$ cat src/rtl/hack_arith_pkg.sv
// Shared arithmetic definitions for the sequential Hack adder.
//   state_e     : controller states (IDLE, RUN, DONE)
//   num_chunks  : number of CHUNK-bit slices in a WIDTH-bit operand
//   idx_width   : width of the chunk index counter, never less than 1
package hack_arith_pkg;

    typedef enum logic [1:0] {
        IDLE = 2'd0,
        RUN  = 2'd1,
        DONE = 2'd2
    } state_e;

    function automatic int num_chunks(input int width, input int chunk);
        if (chunk < 1 || width < chunk) return 1;
        return width / chunk;
    endfunction

    function automatic int idx_width(input int n);
        return (n <= 1) ? 1 : $clog2(n);
    endfunction

endpackage

$ cat src/rtl/add_chunk.sv
// Combinational CHUNK-bit adder slice.
//   a, b     : chunk operands
//   cin      : carry into bit 0
//   sum      : chunk sum
//   cout     : carry out of the top bit
//   msb_cin  : carry into the top bit (only with ADD_SEQ_FLAGS_EN, used
//              for signed-overflow detection)
module add_chunk #(
    parameter int CHUNK = 4
) (
    input  logic [CHUNK-1:0] a,
    input  logic [CHUNK-1:0] b,
    input  logic             cin,
    output logic [CHUNK-1:0] sum,
    output logic             cout
`ifdef ADD_SEQ_FLAGS_EN
    ,
    output logic             msb_cin
`endif
);

    logic [CHUNK:0] full;

    assign full = {1'b0, a} + {1'b0, b} + {{CHUNK{1'b0}}, cin};
    assign sum  = full[CHUNK-1:0];
    assign cout = full[CHUNK];

`ifdef ADD_SEQ_FLAGS_EN
    // The sum bit is a ^ b ^ carry-in, so the carry-in falls back out.
    assign msb_cin = a[CHUNK-1] ^ b[CHUNK-1] ^ sum[CHUNK-1];
`endif

endmodule

$ cat src/rtl/add_seq.sv
// Multi-cycle add/subtract unit, CHUNK bits per clock with a registered
// ripple carry. Valid/ready handshake on both sides, one operation at a time.
//   clk, reset           : clock, synchronous active-high reset
//   in_valid / in_ready  : operand handshake (a, b, sub, cin)
//   out_valid / out_ready: result handshake (sum, cout)
//   sub                  : 1 = a - b (cin ignored), 0 = a + b + cin
//   cout                 : final carry; for subtract, 1 = no borrow
// Optional macro ADD_SEQ_FLAGS_EN adds zr / ng / ovf result flags.
module add_seq
    import hack_arith_pkg::*;
#(
    parameter int WIDTH = 16,
    parameter int CHUNK = 4
) (
    input  logic             clk,
    input  logic             reset,
    input  logic             in_valid,
    output logic             in_ready,
    input  logic [WIDTH-1:0] a,
    input  logic [WIDTH-1:0] b,
    input  logic             sub,
    input  logic             cin,
    output logic             out_valid,
    input  logic             out_ready,
    output logic [WIDTH-1:0] sum,
    output logic             cout
`ifdef ADD_SEQ_FLAGS_EN
    ,
    output logic             zr,
    output logic             ng,
    output logic             ovf
`endif
);

    localparam int N  = num_chunks(WIDTH, CHUNK);
    localparam int IW = idx_width(N);

    generate
        if (CHUNK < 1 || (WIDTH % CHUNK) != 0) begin : g_bad_cfg
            $error("add_seq: WIDTH must be a positive multiple of CHUNK");
        end
    endgenerate

    state_e                    state_q, state_d;
    logic [N-1:0][CHUNK-1:0]   a_q, a_d;
    logic [N-1:0][CHUNK-1:0]   b_q, b_d;
    logic [N-1:0][CHUNK-1:0]   sum_q, sum_d;
    logic                      carry_q, carry_d;
    logic                      cout_q, cout_d;
    logic [IW-1:0]             idx_q, idx_d;

    logic [CHUNK-1:0]          ca, cb, cs;
    logic                      c_cout;
    logic                      last;

`ifdef ADD_SEQ_FLAGS_EN
    logic zr_q, zr_d, ng_q, ng_d, ovf_q, ovf_d;
    logic c_msb_cin;
`endif

    assign last = (idx_q == IW'(N - 1));

    // Single adder slice, fed from whichever chunk idx points at.
    always_comb begin
        ca = '0;
        cb = '0;
        for (int i = 0; i < N; i++) begin
            if (idx_q == IW'(i)) begin
                ca = a_q[i];
                cb = b_q[i];
            end
        end
    end

    add_chunk #(.CHUNK(CHUNK)) u_chunk (
        .a       (ca),
        .b       (cb),
        .cin     (carry_q),
        .sum     (cs),
        .cout    (c_cout)
`ifdef ADD_SEQ_FLAGS_EN
        ,
        .msb_cin (c_msb_cin)
`endif
    );

    always_comb begin
        state_d = state_q;
        a_d     = a_q;
        b_d     = b_q;
        sum_d   = sum_q;
        carry_d = carry_q;
        cout_d  = cout_q;
        idx_d   = idx_q;
`ifdef ADD_SEQ_FLAGS_EN
        zr_d    = zr_q;
        ng_d    = ng_q;
        ovf_d   = ovf_q;
`endif
        case (state_q)
            IDLE: begin
                if (in_valid) begin
                    // Subtract is a + ~b + 1: invert b, force carry-in.
                    a_d     = a;
                    b_d     = sub ? ~b : b;
                    carry_d = sub ? 1'b1 : cin;
                    idx_d   = '0;
                    state_d = RUN;
                end
            end
            RUN: begin
                for (int i = 0; i < N; i++) begin
                    if (idx_q == IW'(i)) sum_d[i] = cs;
                end
                carry_d = c_cout;
                idx_d   = idx_q + 1'b1;
                if (last) begin
                    cout_d  = c_cout;
                    state_d = DONE;
`ifdef ADD_SEQ_FLAGS_EN
                    zr_d    = (sum_d == '0);
                    ng_d    = sum_d[N-1][CHUNK-1];
                    ovf_d   = c_msb_cin ^ c_cout;
`endif
                end
            end
            DONE: begin
                if (out_ready) state_d = IDLE;
            end
            default: state_d = IDLE;
        endcase
    end

    always_ff @(posedge clk) begin
        if (reset) begin
            state_q <= IDLE;
            a_q     <= '0;
            b_q     <= '0;
            sum_q   <= '0;
            carry_q <= 1'b0;
            cout_q  <= 1'b0;
            idx_q   <= '0;
`ifdef ADD_SEQ_FLAGS_EN
            zr_q    <= 1'b0;
            ng_q    <= 1'b0;
            ovf_q   <= 1'b0;
`endif
        end else begin
            state_q <= state_d;
            a_q     <= a_d;
            b_q     <= b_d;
            sum_q   <= sum_d;
            carry_q <= carry_d;
            cout_q  <= cout_d;
            idx_q   <= idx_d;
`ifdef ADD_SEQ_FLAGS_EN
            zr_q    <= zr_d;
            ng_q    <= ng_d;
            ovf_q   <= ovf_d;
`endif
        end
    end

    assign in_ready  = (state_q == IDLE);
    assign out_valid = (state_q == DONE);
    assign sum       = sum_q;
    assign cout      = cout_q;
`ifdef ADD_SEQ_FLAGS_EN
    assign zr        = zr_q;
    assign ng        = ng_q;
    assign ovf       = ovf_q;
`endif

endmodule

$ cat config.mk
export PLATFORM = sky130hd
export DESIGN_NAME = add_seq
export DESIGN_NICKNAME = d
export VERILOG_FILES = /design/src/rtl/hack_arith_pkg.sv /design/src/rtl/add_chunk.sv /design/src/rtl/add_seq.sv
export SDC_FILE = /design/constraint.sdc
export NUM_CORES = 1
export LEC_CHECK = 0
export ABC_AREA = 1
export BUFFER_PORTS_ARGS = -buffer_cell sky130_fd_sc_hd__buf_4
export CORE_ASPECT_RATIO = 0.7
export CORE_UTILIZATION = 35
export CTS_CLUSTER_SIZE = 10
export DETAILED_ROUTE_END_ITERATION = 7
export SYNTH_ARGS = -nofsm -noshare
export SYNTH_HDL_FRONTEND = slang
export SYNTH_SLANG_ARGS = --single-unit
$ cat constraint.sdc
create_clock -name clk -period 6.39 [get_ports clk]
set_input_delay 0.639 -clock clk [delete_from_list [all_inputs] [get_ports clk]]
set_output_delay 0.639 -clock clk [all_outputs]
set_load 0.1 [all_outputs]
## Yosys cells after proc, flatten, opt, wreduce, memory -nomap -nowiden

Cells that the tools add are included.
Widths: inputs -> output; s select.

- Input port bits: 38
- Bits in latches: 0
- RAM bits: 0
- Memories kept: 0
- Bits in registers: 54
- ROM bits: 0
- Output and inout bits: 19
- Word-level logic and storage cells: 56

- Bitwise gates (word level): 1
- Div/mod/pow operators: 0
- Magnitude comparators: 0
- Shift operators: 0
- Equality and inequality tests: 8
- $add $sub $neg: 3
- Mux-type cells: 18
- Reduce and logical (&&, ||, !) cells: 10
- $mul: 0

Operators with widths:

| kind | count |
|---|---|
| $mux 4 | 8 |
| $mux 16 | 1 |
| $not 16->16 | 1 |
| $reduce_and 2->1 | 6 |
| $mux 2 | 4 |
| $eq 2x2->1 const B | 3 |
| $pmux 2 s3 | 1 |
| $add 4x4->5 | 1 |
| $add 5x1->5 | 1 |
| $eq 2x1->1 const B | 2 |
| $logic_not 2->1 | 2 |
| $ne 2x2->1 const B | 2 |
| $pmux 2 s2 | 1 |
| $reduce_and 3->1 | 1 |
| $add 2x1->2 const B | 1 |
| $mux 1 | 2 |
| $ne 2x1->1 const B | 1 |
| $pmux 1 s2 | 1 |
| $reduce_bool 2->1 | 1 |

## Logic depth before layout (Yosys ltp)

Gate-level depths: netlist of run 1.

- Depth in word-level cells: 8
- Gate-level depth with buffers: 16
- Mapped depth without buffers: 16

## Cells and area by module

A second synthesis of run 1 with hierarchy kept.

- Cells, all modules: 367
- Area total of the unflattened synthesis: 2648.8 um^2

By module, submodules not included:

| module | times used | area an instance (um^2) | cells an instance |
|---|---|---|---|
| add_seq | 1 | 2483.6 | 342 |
| add_chunk | 1 | 165.2 | 25 |

## Worst setup path before layout of run 1

OpenSTA, ideal clock, no wires.

- Path kind: flip-flop to output port
- Start: reg state_q[1]
- End: out out_valid
- Required time: 5.751 ns
- Slack: 4.013 ns
- Arrival: 1.738 ns
- Cell stages (with the launch flop): 3
- Cell sequence: dfxtp_1 > inv_1 > nor2_1

- Longest elaborated chain between the ends: 1

Ends and longest elaborated chain:

| element | line | text |
|---|---|---|
| from (decl) | add_seq.sv:44 | `state_e state_q, state_d;` |
| from (signal assigned) | add_seq.sv:149 | `state_q <= state_d;` |
| $eq 2x2->1 | add_seq.sv:165 | `assign out_valid = (state_q == DONE);` |
| to (decl) | add_seq.sv:23 | `output logic out_valid,` |

No other way between the ends.

## Worst setup path after layout of run 1

- Start: reg idx_q[0]
- End: reg sum_q, in the netlist sum[10]

- Longest elaborated chain between the ends: 7
- Elaborated cells on any way between the ends: 15
- Those cells by class: add/sub: 2; eq/ne: 3; mux: 8; reduce/logical: 2

Ends and longest elaborated chain:

| element | line | text |
|---|---|---|
| from (decl) | add_seq.sv:50 | `logic [IW-1:0] idx_q, idx_d;` |
| from (signal assigned) | add_seq.sv:155 | `idx_q <= idx_d;` |
| $logic_not 2->1 | add_seq.sv:68 | `if (idx_q == IW'(i)) begin` |
| $mux 4 (4 in series) | add_seq.sv:68 |  |
| $add 4x4->5 | add_chunk.sv:24 | `assign full = {1'b0, a} + {1'b0, b} + {{CHUNK{1'b0}}, cin};` |
| $add 5x1->5 | add_chunk.sv:24 |  |
| to (signal assigned) | add_seq.sv:152 | `sum_q <= sum_d;` |
| to (decl) | add_seq.sv:47 | `logic [N-1:0][CHUNK-1:0] sum_q, sum_d;` |

Several ways; a longest one is shown, not always the timed one.
A chain may end at the register's enable or synchronous reset.

==> results of run 1 <==
-- report_power, final --
group          internal, W  switching, W  total (W)
logic            0.0000640      0.000128   0.000192
registers         0.000360     0.0000151   0.000375
clock network    0.0000787      0.000122   0.000201
total             0.000502      0.000265   0.000768
-- cell usage after synthesis, drive strengths merged --
cell and n:
fa 2, nand2 75, buf 10, clkbuf 5, inv 27, o21ai 30
o21bai 1, a211oi 1, o211ai 6, dfxtp 54, nor2 68, a22oi 1
ha 7, a21oi 36, nand3 8, xor2 17, o21a 4
-- final cells by class --
class / count / area (µm²) / area share
clock buffer: 5 / 68.8 / 0.0219
clock inverter: 3 / 23.8 / 0.00755
inverter: 27 / 104 / 0.0330
multi-input combinational: 256 / 1330 / 0.424
sequential: 54 / 1080 / 0.343
tap: 94 / 118 / 0.0373
timing repair buffer: 56 / 420 / 0.133
-- registers in the layout (all words and copies together) (netlist names) --
register  flops
cout          1
state_q       2
a_q          16
carry_q       1
idx_q         2
sum          16
b_q          16
-- final timing paths --
check	end	slack [ns]	cells after the start
hold reg to reg	b_q[0]$_SDFFE_PP0P_	0.47	2
setup / recovery	sum[10]$_SDFFE_PP0P_	3.62	12
setup reg to reg	sum[10]$_SDFFE_PP0P_	3.62	12
hold / removal	b_q[0]$_SDFFE_PP0P_	0.47	2
-- through the flow --
step / power (W) / utilization / cell area (µm²) / cells
4_1_cts: 0.000772 / 0.451 / 3150 / 495
3_5_place_dp: 0.000574 / 0.438 / 3060 / 487
6_report: 0.000768 / 0.451 / 3150 / 495
5_1_grt: 0.000807 / 0.451 / 3150 / 495
3_3_place_gp: 0.000570 / 0.438 / 3060 / 487
2_1_floorplan: 0.000521 / - / 2620 / 352
-- placed cells by master, fill, tap and decap left out, types with 2 or more instances in the layout --
master                        n
sky130_fd_sc_hd__o21ai_0     25
sky130_fd_sc_hd__clkinvlp_4   2
sky130_fd_sc_hd__nand3_1      8
sky130_fd_sc_hd__o211ai_1     6
sky130_fd_sc_hd__o21a_1       4
sky130_fd_sc_hd__ha_1         7
sky130_fd_sc_hd__nor2_4       5
sky130_fd_sc_hd__o21ai_1      5
sky130_fd_sc_hd__buf_4       56
sky130_fd_sc_hd__a21oi_1     36
sky130_fd_sc_hd__clkbuf_8     5
sky130_fd_sc_hd__fa_1         2
sky130_fd_sc_hd__nand2_4      2
sky130_fd_sc_hd__inv_1       25
sky130_fd_sc_hd__nand2_1     73
sky130_fd_sc_hd__xor2_1      17
sky130_fd_sc_hd__nor2_1      63
sky130_fd_sc_hd__dfxtp_1     54
-- logic make-up (layout without fill, tap and decap cells) --
kind of cell	after synthesis	after routing	share of synthesized area
simple gates	151	151	0.241
compound gates	79	79	0.164
flops	54	54	0.413
buf+inv	42	91	0.0766
xor+xnor	17	17	0.0569
fa+ha+maj	9	9	0.0488
-- per-layer routing --
metal,part of all wire,GRT usage,wire (µm),vias to the layer above
met4,0.0088,0.0407,55,0
met2,0.39,0.256,2450,57
li1,-,-,-,1220
met5,0,0,0,-
met1,0.54,0.243,3380,1006
met3,0.058,0.0429,361,8
-- worst min-delay path: stages, from the launching register on --
cell and delay (ns):
sky130_fd_sc_hd__dfxtp_1 0.32, sky130_fd_sc_hd__nand2_1 0.06, sky130_fd_sc_hd__a21oi_1 0.05
==> results.txt, run 1 <==
The path class of the tightest hold or removal check is reg2reg. After global routing the overflow that remains totals 0. The synthesized netlist cell count came out at 352. In this run, the number of DRC markers left after iteration 0 of detailed routing was 122. The wire length of the first global-routing pass came out at 10.5 mm. sky130_fd_sc_hd__dfxtp_1 takes more of the synthesized area than any other cell. The die is 105 µm wide.

The antenna diode instance count is 0. The clock tree from TritonCTS is built. The power density of the placed cells is 244 mW/mm². The post-route fraction of the period consumed by the critical path came out at 0.433. The highest clock rate is 361 MHz.

The combined global-route utilization of all metal layers came out at 0.170. The routed wire length is 6.25 mm. Grouping stages by cell kind, the critical path spends the most delay in adder cells. After filler insertion, the fill cell instance count of the layout stands at 724. In the routed design, unresolved DRC markers number 0. Setup repair after global routing left no endpoint under its margin.

The static leakage came out at 1.46 nW. The worst hold path begins at b_q[0]$_SDFFE_PP0P_. The run finished with clean final reports.

The number of warning messages in the yosys log came out at 0. The wire-length estimate of the detail-placed layout is 4.61 mm. Of the synthesized area, sequential elements account for 0.413. The row count came out at 25.

The mean cell area of the mapped netlist came out at 7.43 µm². The initial antenna violation count came out at 0. Traced cell by cell, the critical path runs through inv_1 > ha_1 > inv_1 > nor2_1 > nor2_1 > a22oi_1 > fa_1 > inv_1 > fa_1 > xor2_1 > nor2_1 > nor2_1. The clock latency on the worst-skew pair came out at 0.32 ns. The total via count after detailed routing is 2291. The number of global-route vias before repair came out at 2212. Post-CTS timing repair inserted 0 buffers for setup. The layout-stage area growth over the synthesis result came out at 20.4%.

The maximum number of pins on one net before global-route repair is 35. The number of nets at the end of the flow came out at 447. The number of buffers on the longest clock path came out at 2. The cell sitting at the root of the clock tree is a sky130_fd_sc_hd__clkbuf_8. The region available for standard cell placement spans 0.00698 mm². The routed via count divided by cell count is 4.63.

The die extent in y is 74.3 µm. The number of detailed-routing iterations run before antenna repair is 4. The die area came out at 0.00783 mm². Tracing the worst setup path back leads to its startpoint at idx_q[0]$_SDFFE_PP0P_. The number of hold-repair buffers added at the cts stage came out at 0.

The routed length per placed instance is 12.6 µm. The slew at the pin closest to its max-slew limit is 0.848 ns. During I/O placement, the number of pins put on the boundary was 57.

For this design, the slowest cell found on the critical path is sky130_fd_sc_hd__fa_1. The count of maximum capacitance violations came out at 0. The final max-slew violation count is 0. The count of antenna-violating nets left after detailed routing came out at 0.

STA classifies the critical path startpoint as a flop. The worst endpoint data arrival time came out at 3.03 ns. The worst-case hold slack came out at 0.473 ns. The worst reg2reg path startpoint is idx_q[0]$_SDFFE_PP0P_. The post-cts repair resize count is 0.

The worst voltage drop across the vdd grid came out at 99.5 µV. The setup clock skew after layout is 0.0178 ns. Yosys attributes the largest share of cell area to sky130_fd_sc_hd__dfxtp_1, sky130_fd_sc_hd__nand2_1, sky130_fd_sc_hd__nor2_1, sky130_fd_sc_hd__a21oi_1, sky130_fd_sc_hd__xor2_1. The final sum of negative setup slack came out at 0 ns. The tightest slew margin relative to the limit came out at 0.434. The CTS sink count is 54. The TritonCTS buffer count is 5. The total buffers and inverters traversed by the critical path came out at 3. The share of synthesized area in the top cell type comes to 0.413. The cell area that synthesis handed to floorplanning was 0.00262 mm². The worst setup path is of the reg2reg kind. The final period demand of the worst path is 2.77 ns.

The distinct cell type count of the synthesized netlist came out at 24. The total nets after synthesis is 399. At the end of routability-driven placement, the weighted congestion stood at 0.867. The post-layout worst setup margin is 3.62 ns. For this configuration, the core starts out at a cell density of 0.375. STA classifies the critical path endpoint as a flop. By instance count, the cell type seen most on the critical path is sky130_fd_sc_hd__nor2_1.

STA puts the critical path data required time at 6.65 ns. The count of buffers from port buffering is 56. At the placement stage, the worst setup path has a slack of 3.65 ns. The stage delay of the slowest cell on the critical path came out at 0.41 ns. The number of H-tree branching levels is 2. The number of register bits inferred by synthesis came out at 54. The setup violation total in the final timing report is 0. The number of hold violations in the final report came out at 0. The largest driver fanout on the critical path is 10. The fraction of layout cells with a size suffix above 1 is 0.182. The clock transition at the registers of the reported paths came out at 0.11 ns.
Note: power is estimated with default switching activity, not from simulation.
==> inputs of run 2 (changes only) <==
==> constraint.sdc (replaced) <==
create_clock -name clk -period 2.38 [get_ports clk]
set_input_delay 0.238 -clock clk [delete_from_list [all_inputs] [get_ports clk]]
set_output_delay 0.238 -clock clk [all_outputs]
set_load 0.1 [all_outputs]
==> run 2 against run 1 <==
Net effect: global-route usage shrank 0.13 points; sequential share of layout area shrank 2.1 points; worst setup slack lost 3.6 ns; clock power grew to 3.3 times the previous value; critical path depth grew 3; count of clock-buffer cells in the layout is the same; non-clock buffer count grew 14; first-iteration DRC count grew 18%; critical path type unchanged; final cell count grew 2.8%.
==> results.txt, run 2 (same netlist as run 1, synthesis figures left out) <==
The initial antenna violation count is 0 (unchanged). The static leakage came out at 1.55 nW (+6.2%). The multi-input logic area came out at 0.00141 mm² (+6.0%). The total via count after detailed routing came out at 2346 (+2.4%).

Setup repair after global routing could not meet its margin everywhere. The type of the tightest min-delay check is in2reg. The routed wire length is 6.36 mm (+1.8%).

The fraction of power consumed by the clock network is 0.293 (+0.031). The row count came out at 25 (unchanged). The post-route fraction of the period consumed by the critical path came out at 0.980 (+0.546). The post-route core utilization is 0.484 (+0.0323). The highest clock rate came out at 429 MHz (+19%). The slew at the pin closest to its max-slew limit is 0.415 ns (-0.433 ns). The layout filler cell count is 683 (-5.7%). The combined global-route utilization of all metal layers is 0.168 (-0.00129).

The most critical setup path has its startpoint at idx_q[1]$_SDFFE_PP0P_. The number of hold-repair buffers added at the cts stage came out at 0 (unchanged). The worst voltage drop across the vdd grid is 274 µV (+180%). The largest driver fanout on the critical path came out at 6 (-4). The combinational share of power is 0.257 (+0.007). The clock latency on the worst-skew pair came out at 0.32 ns (about the same). The sequential fraction of design power was 0.450 (-0.038). The switching power as a share of total power is 0.330 (-0.0159).

The post-detailed-route DRC marker count came out at 0 (unchanged). STA classifies the critical path endpoint as a flop. The I/O pin count came to 57 (unchanged).

The number of buffers on the longest clock path came out at 2 (unchanged). The die extent in x is 105 µm (unchanged). The TritonCTS buffer count is 5 (unchanged). The required time of the worst setup path came out at 2.60 ns (-4.05 ns).

Following the worst setup path forward leads to its endpoint at carry_q$_SDFFE_PP0P_. The final period demand of the worst path is 2.33 ns (-0.437 ns). The clock transition at the registers of the reported paths came to 0.12 ns (about the same).

The maximum number of pins on one net before global-route repair is 35 (unchanged). The internal cell power came out at 0.00150 W (+200%). The sum of overflow across all layers after global routing came out at 0 (unchanged). The number of H-tree branching levels came out at 2 (unchanged). The DRC marker count from the first detailed-route iteration came out at 144 (+18%).

The worst endpoint data arrival time came out at 2.55 ns (-0.48 ns). The number of detailed-routing iterations run before antenna repair is 4 (unchanged). The count of buffers from port buffering is 56 (unchanged). The number of nets at the end of the flow came out at 461 (+3.1%). The final max-slew violation count was 0 (unchanged). STA classifies the critical path startpoint as a flop. The initial core utilization is 0.375 (unchanged).

The worst setup path is of the reg2reg kind. The die extent in y came out at 74.3 µm (unchanged). The endpoint identified for the worst register-to-register timing path is carry_q$_SDFFE_PP0P_. The routability congestion estimate is 0.828 (-4.4%). The routed length per placed instance is 12.5 µm (-0.98%). Leaving out fill and tap cells, the most frequent cells in the layout are sky130_fd_sc_hd__nand2_1, sky130_fd_sc_hd__buf_4, sky130_fd_sc_hd__nor2_1.

TritonCTS built the clock tree. The setup slack of the worst register-to-register path came out at 0.05 ns (-3.57 ns). The routed via count divided by cell count was 4.61 (-0.42%). The most common cell after layout, fill and taps aside is sky130_fd_sc_hd__nand2_1.

The power dissipated by switching net loads is 0.000737 W (+180%). The tightest slew margin relative to the limit is 0.720 (+0.286). The count of maximum capacitance violations came out at 0 (unchanged).

The wire length of the first global-routing pass came out at 10.3 mm (-2.3%). The number of cells on the worst reg-to-reg path came out at 15 (+3). The flow ran to the end, and the final reports show no timing, DRC or antenna violations. The setup clock skew after layout came to 0.0184 ns (+0.000625 ns). The area of the core came to 0.00698 mm² (unchanged). The number of global-route vias before repair came out at 2139 (-3.3%). The final sum of negative setup slack is 0 ns (unchanged). Relative to the synthesized area, the layout overhead comes to 29.0%. The register area is 0.00109 mm² (+0.69%). The count of antenna-violating nets left after detailed routing came out at 0 (unchanged).

The antenna diode instance count is 0 (unchanged). The fraction of layout cells with a size suffix above 1 came out at 0.255 (+0.0734). The die area came out at 0.00783 mm² (unchanged). The final HPWL from detailed placement came to 4.50 mm (-2.4%). The startpoint identified for the worst register-to-register timing path is idx_q[1]$_SDFFE_PP0P_. The setup violation total in the final timing report was 0 (unchanged).

The number of hold violations in the final report was 0 (unchanged). The power density of the placed cells is 662 mW/mm² (+170%). The root cell of the clock tree is sky130_fd_sc_hd__clkbuf_8. The CTS sink count came to 54 (unchanged).
[run 2: cell types whose count changed in the layout (fill, tap and decap cells not counted), sizes merged]
cell	before	now
buf	56	70
bufinv	0	1
clkinvlp	2	0
inv	28	29
[run 2: critical path: stages (launching register included)]
cell and delay (ns):
sky130_fd_sc_hd__dfxtp_4 0.39, sky130_fd_sc_hd__inv_4 0.05, sky130_fd_sc_hd__ha_4 0.16, sky130_fd_sc_hd__buf_6 0.13, sky130_fd_sc_hd__a21oi_2 0.10, sky130_fd_sc_hd__nand2_1 0.07, sky130_fd_sc_hd__a22oi_2 0.18, sky130_fd_sc_hd__fa_2 0.24
sky130_fd_sc_hd__inv_2 0.04, sky130_fd_sc_hd__fa_2 0.36, sky130_fd_sc_hd__nand2_1 0.08, sky130_fd_sc_hd__nor2_1 0.04, sky130_fd_sc_hd__nor2_1 0.16, sky130_fd_sc_hd__nor2_1 0.07, sky130_fd_sc_hd__nor2_1 0.10, sky130_fd_sc_hd__nor2_1 0.04
[run 2: repair_timing]
action / CTS / global route
hold endpoints to repair: 0 / 0
pin swaps: 5 / 12
setup buffers: 0 / 2
endpoints found under the setup margin: 11 / 14
gates resized for setup: 10 / 18
[run 2: worst min-delay path by stage]
stage | slack, ns | start | to | cells after the start
final | 0.16 | a[2] | a_q[2]$_SDFFE_PP0P_ | 3
after global routing | 0.17 | a[2] | a_q[2]$_SDFFE_PP0P_ | 3
after floorplan | 0.32 | reset | idx_q[0]$_SDFFE_PP0P_ | 1
after CTS | 0.16 | out_ready | state_q[1]$_SDFFE_PP0P_ | 4
after detailed placement | 0.46 | b_q[13]$_SDFFE_PP0P_ | b_q[13]$_SDFFE_PP0P_ | 2
after global placement | 0.46 | b_q[13]$_SDFFE_PP0P_ | b_q[13]$_SDFFE_PP0P_ | 2
[run 2: final cells by class]
class | instances | share of cell area
multi-input cells | 256 | 0.419
flip-flops and latches | 54 | 0.323
repair buffers | 70 | 0.157
well taps | 94 | 0.0349
inverters | 27 | 0.0323
clock buffers | 5 | 0.0204
clock inverters | 3 | 0.0141
[run 2: power by group through the flow]
stage | Sequential [W] | Combinational (W) | Clock [W]
detailed placement | 0.00102 | 0.000535 | 0
finish | 0.00100 | 0.000574 | 0.000655
global route | 0.00101 | 0.000635 | 0.000698
CTS | 0.00100 | 0.000548 | 0.000662
floorplan | 0.00110 | 0.000298 | 0
global placement | 0.00102 | 0.000529 | 0
[run 2: metal layers]
| metal | global-route usage | share of wire | vias up |
|---|---|---|---|
| met2 | 0.241 | 0.40 | 49 |
| met4 | 0.0423 | 0.0083 | 0 |
| li1 | - | - | 1248 |
| met3 | 0.0351 | 0.042 | 6 |
| met5 | 0 | 0 | - |
| met1 | 0.255 | 0.55 | 1043 |
[run 2: metrics by stage]
stage          total power (W)  hold WS, ns  cell area (µm²)  setup WS [ns]  cells
2_1_floorplan          0.00140        0.316             2620         0.0121    352
3_3_place_gp           0.00155        0.456             3150         -0.135    499
3_5_place_dp           0.00156        0.459             3150         -0.152    499
4_1_cts                0.00221        0.155             3280        -0.0188    507
5_1_grt                0.00235        0.168             3370        -0.0849    509
6_report               0.00223        0.157             3370         0.0486    509
==> inputs of run 3 (changes only) <==
--- a/config.mk
+++ b/config.mk
@@ -9,6 +9,7 @@
 export BUFFER_PORTS_ARGS = -buffer_cell sky130_fd_sc_hd__buf_4
 export CORE_ASPECT_RATIO = 0.7
 export CORE_UTILIZATION = 35
+export CTS_BUF_LIST = sky130_fd_sc_hd__clkbuf_16
 export CTS_CLUSTER_SIZE = 10
 export DETAILED_ROUTE_END_ITERATION = 7
 export SYNTH_ARGS = -nofsm -noshare
==> run 3 against run 2 <==
Net effect: worst hold slack better by 0.025 ns; die area stayed put; flip-flop and latch count stayed put; routed wire length is 1.6% lower; sequential share of layout area is 0.38 points lower; clock power is 31% higher; via count is 0.60% lower; count of clock-buffer cells in the layout stayed put; largest power group unchanged; highest routed layer unchanged.
==> results.txt, run 3 (same netlist as run 1, synthesis figures left out) <==
The run finished with clean final reports. The number of nets at the end of the flow came out at 460 (-0.22%). The root cell of the clock tree is sky130_fd_sc_hd__clkbuf_16. The end point of the critical path is sum[9]$_SDFFE_PP0P_.

The setup clock skew after layout came out at 0.0122 ns (-0.00619 ns). The number of hold-repair buffers added at the cts stage came out at 0 (unchanged). TritonCTS built the clock tree. Traced cell by cell, the critical path runs through inv_2 > ha_2 > buf_6 > nand2_1 > a21oi_2 > o21bai_2 > fa_2 > inv_2 > fa_2 > nor2_1 > nor2_1. In this run the most critical hold path is launched from a[2]. The number of buffers on the longest clock path was 2 (unchanged).

The required time of the worst setup path was 2.58 ns (-0.02 ns). The power density of the placed cells came out at 712 mW/mm² (+7.5%). The layout filler cell count came out at 682 (-0.15%). The most common cell after layout, fill and taps aside is sky130_fd_sc_hd__nand2_1. The TritonCTS buffer count was 5 (unchanged).

STA classifies the critical path startpoint as a flop. The final max-slew violation count came out at 0 (unchanged). The routability congestion estimate is 0.828 (unchanged).

The row count is 25 (unchanged). The count of antenna-violating nets left after detailed routing is 0 (unchanged). The number of cells on the worst reg-to-reg path was 11 (-4). The post-detailed-route DRC marker count came out at 0 (unchanged).

The critical path is of the reg2reg type. The count of maximum capacitance violations came out at 0 (unchanged). STA classifies the critical path endpoint as a flop. The worst endpoint data arrival time came out at 2.48 ns (-0.07 ns).

The area growth from synthesis to layout is 30.6%. The worst-case hold slack came to 0.182 ns (+0.0248 ns). The wire length of the first global-routing pass came out at 10.3 mm (+0.67%). The highest clock rate came out at 439 MHz (+2.3%). The slew at the pin closest to its max-slew limit is 0.405 ns (-0.0101 ns). In this design, the largest share of critical-path delay is due to adder cells. In this run the worst hold path is classified as in2reg. The count of buffers from port buffering is 56 (unchanged). The tightest slew margin relative to the limit came out at 0.727 (+0.00678). The die area is 0.00783 mm² (unchanged). The worst setup slack before clock tree synthesis came out at -0.152 ns (unchanged). The total via count after detailed routing is 2332 (-0.60%). The static leakage is 1.56 nW (+0.77%). The final HPWL from detailed placement was 4.50 mm (unchanged). The setup slack of the worst register-to-register path is 0.10 ns (+0.05 ns). The setup violation total in the final timing report came out at 0 (unchanged).

The endpoint identified for the worst register-to-register timing path is sum[9]$_SDFFE_PP0P_. The fraction of layout cells with a size suffix above 1 is 0.263 (+0.00786). The placement-stage cell area is 0.00315 mm² (unchanged). The worst voltage drop across the vdd grid is 303 µV (+10%). The clock transition at the registers of the reported paths is 0.08 ns (-0.04 ns). The initial antenna violation count came to 0 (unchanged). The largest driver fanout on the critical path is 6 (unchanged). The number of global-route vias before repair came to 2148 (+0.42%). The maximum number of pins on one net before global-route repair is 35 (unchanged).

The final period demand of the worst path came to 2.28 ns (-0.0534 ns). The die extent in y is 74.3 µm (unchanged). The library cells used most frequently in the layout, excluding fill and tap cells, are sky130_fd_sc_hd__nand2_1, sky130_fd_sc_hd__buf_4, sky130_fd_sc_hd__nor2_1. The area of the core is 0.00698 mm² (unchanged). The post-route fraction of the period consumed by the critical path came out at 0.957 (-0.0225). The total buffers and inverters traversed by the critical path is 3 (unchanged). The source of the critical timing path is idx_q[1]$_SDFFE_PP0P_.

The sum of overflow across all layers after global routing was 0 (unchanged). The number of detailed-routing iterations run before antenna repair is 4 (unchanged). The clock latency on the worst-skew pair is 0.30 ns (-0.02 ns).

In this run the critical register-to-register path is launched from idx_q[1]$_SDFFE_PP0P_. The DRC marker count from the first detailed-route iteration came to 144 (unchanged). The initial core utilization is 0.375 (unchanged). The stage delay of the slowest cell on the critical path is 0.49 ns (+0.10 ns).

The post-layout worst setup margin came out at 0.102 ns (+0.0534 ns). The combined global-route utilization of all metal layers is 0.170 (+0.00158). The routed wire length is 6.26 mm (-1.6%). The die extent in x came out at 105 µm (unchanged).

The number of hold violations in the final report is 0 (unchanged). The antenna diode instance count is 0 (unchanged). For this design, the slowest cell found on the critical path is sky130_fd_sc_hd__fa_2. The routed length per placed instance is 12.3 µm (-1.4%).

The CTS sink count came out at 54 (unchanged). The I/O pin count was 57 (unchanged). The number of H-tree branching levels is 2 (unchanged). The post-layout instance area is 0.00341 mm² (+1.2%).

The depth of the critical timing path with buffers and inverters included came out at 11 (-4). The routed via count divided by cell count came out at 4.59 (-0.40%).
[run 3: cell count changes in the layout (fill, tap and decap cells not counted), moves of 2 or more]
cell,previous run,this run
sky130_fd_sc_hd__clkbuf_16,0,5
sky130_fd_sc_hd__clkbuf_8,5,0
sky130_fd_sc_hd__ha_2,0,3
sky130_fd_sc_hd__ha_4,3,1
[run 3: per-layer routing]
metal | up-vias | GRT usage | share of wire
met5 | - | 0 | 0
met4 | 0 | 0.0610 | 0.011
met2 | 54 | 0.239 | 0.39
li1 | 1245 | - | -
met3 | 7 | 0.0333 | 0.055
met1 | 1026 | 0.255 | 0.54
[run 3: how the worst min path moves through the flow]
stage / to / cells past startpoint / slack, ns
after floorplan: idx_q[0]$_SDFFE_PP0P_ / 1 / 0.32
after global placement: b_q[13]$_SDFFE_PP0P_ / 2 / 0.46
after detailed placement: b_q[13]$_SDFFE_PP0P_ / 2 / 0.46
after CTS: a_q[2]$_SDFFE_PP0P_ / 3 / 0.18
after global routing: a_q[2]$_SDFFE_PP0P_ / 3 / 0.20
final: a_q[2]$_SDFFE_PP0P_ / 3 / 0.18
[run 3: area by class of cell]
type / instances / area [µm²] / share of cell area
timing repair buffer: 69 / 522 / 0.153
clock inverter: 3 / 47.5 / 0.0139
tap: 94 / 118 / 0.0344
inverter: 27 / 110 / 0.0322
multi-input combinational: 256 / 1400 / 0.411
sequential: 54 / 1090 / 0.319
clock buffer: 5 / 125 / 0.0366
[run 3: stage by stage]
step / TNS, ns / util / power (W) / cells
2_1_floorplan: 0 / - / 0.00140 / 352
3_3_place_gp: -0.537 / 0.451 / 0.00155 / 499
3_5_place_dp: -0.851 / 0.451 / 0.00156 / 499
4_1_cts: 0 / 0.480 / 0.00243 / 507
5_1_grt: -0.00656 / 0.490 / 0.00255 / 508
6_report: 0 / 0.490 / 0.00243 / 508
[run 3: repair_timing]
| item | 4_1_cts | 5_1_grt |
|---|---|---|
| buffers inserted | 0 | 1 |
| pin swaps | 4 | 4 |
| gates cloned | 0 | 0 |
| gates resized for setup | 13 | 16 |
| setup endpoints to repair | 11 | 11 |
[run 3: worst min-delay path, delay by kind of cell]
| family | cells | cell delay [ns] |
|---|---|---|
| AOI/OAI and AO/OA | 1 | 0.05 |
| buffers and inverters | 1 | 0.08 |
| and+or+nand+nor | 1 | 0.07 |
[run 3: power breakdown]
part           total [W]  leakage, nW  switching, W  internal, W
Combinational   0.000573         1.03      0.000362     0.000210
Sequential       0.00100        0.445     0.0000389     0.000965
Clock           0.000855       0.0848      0.000350     0.000505
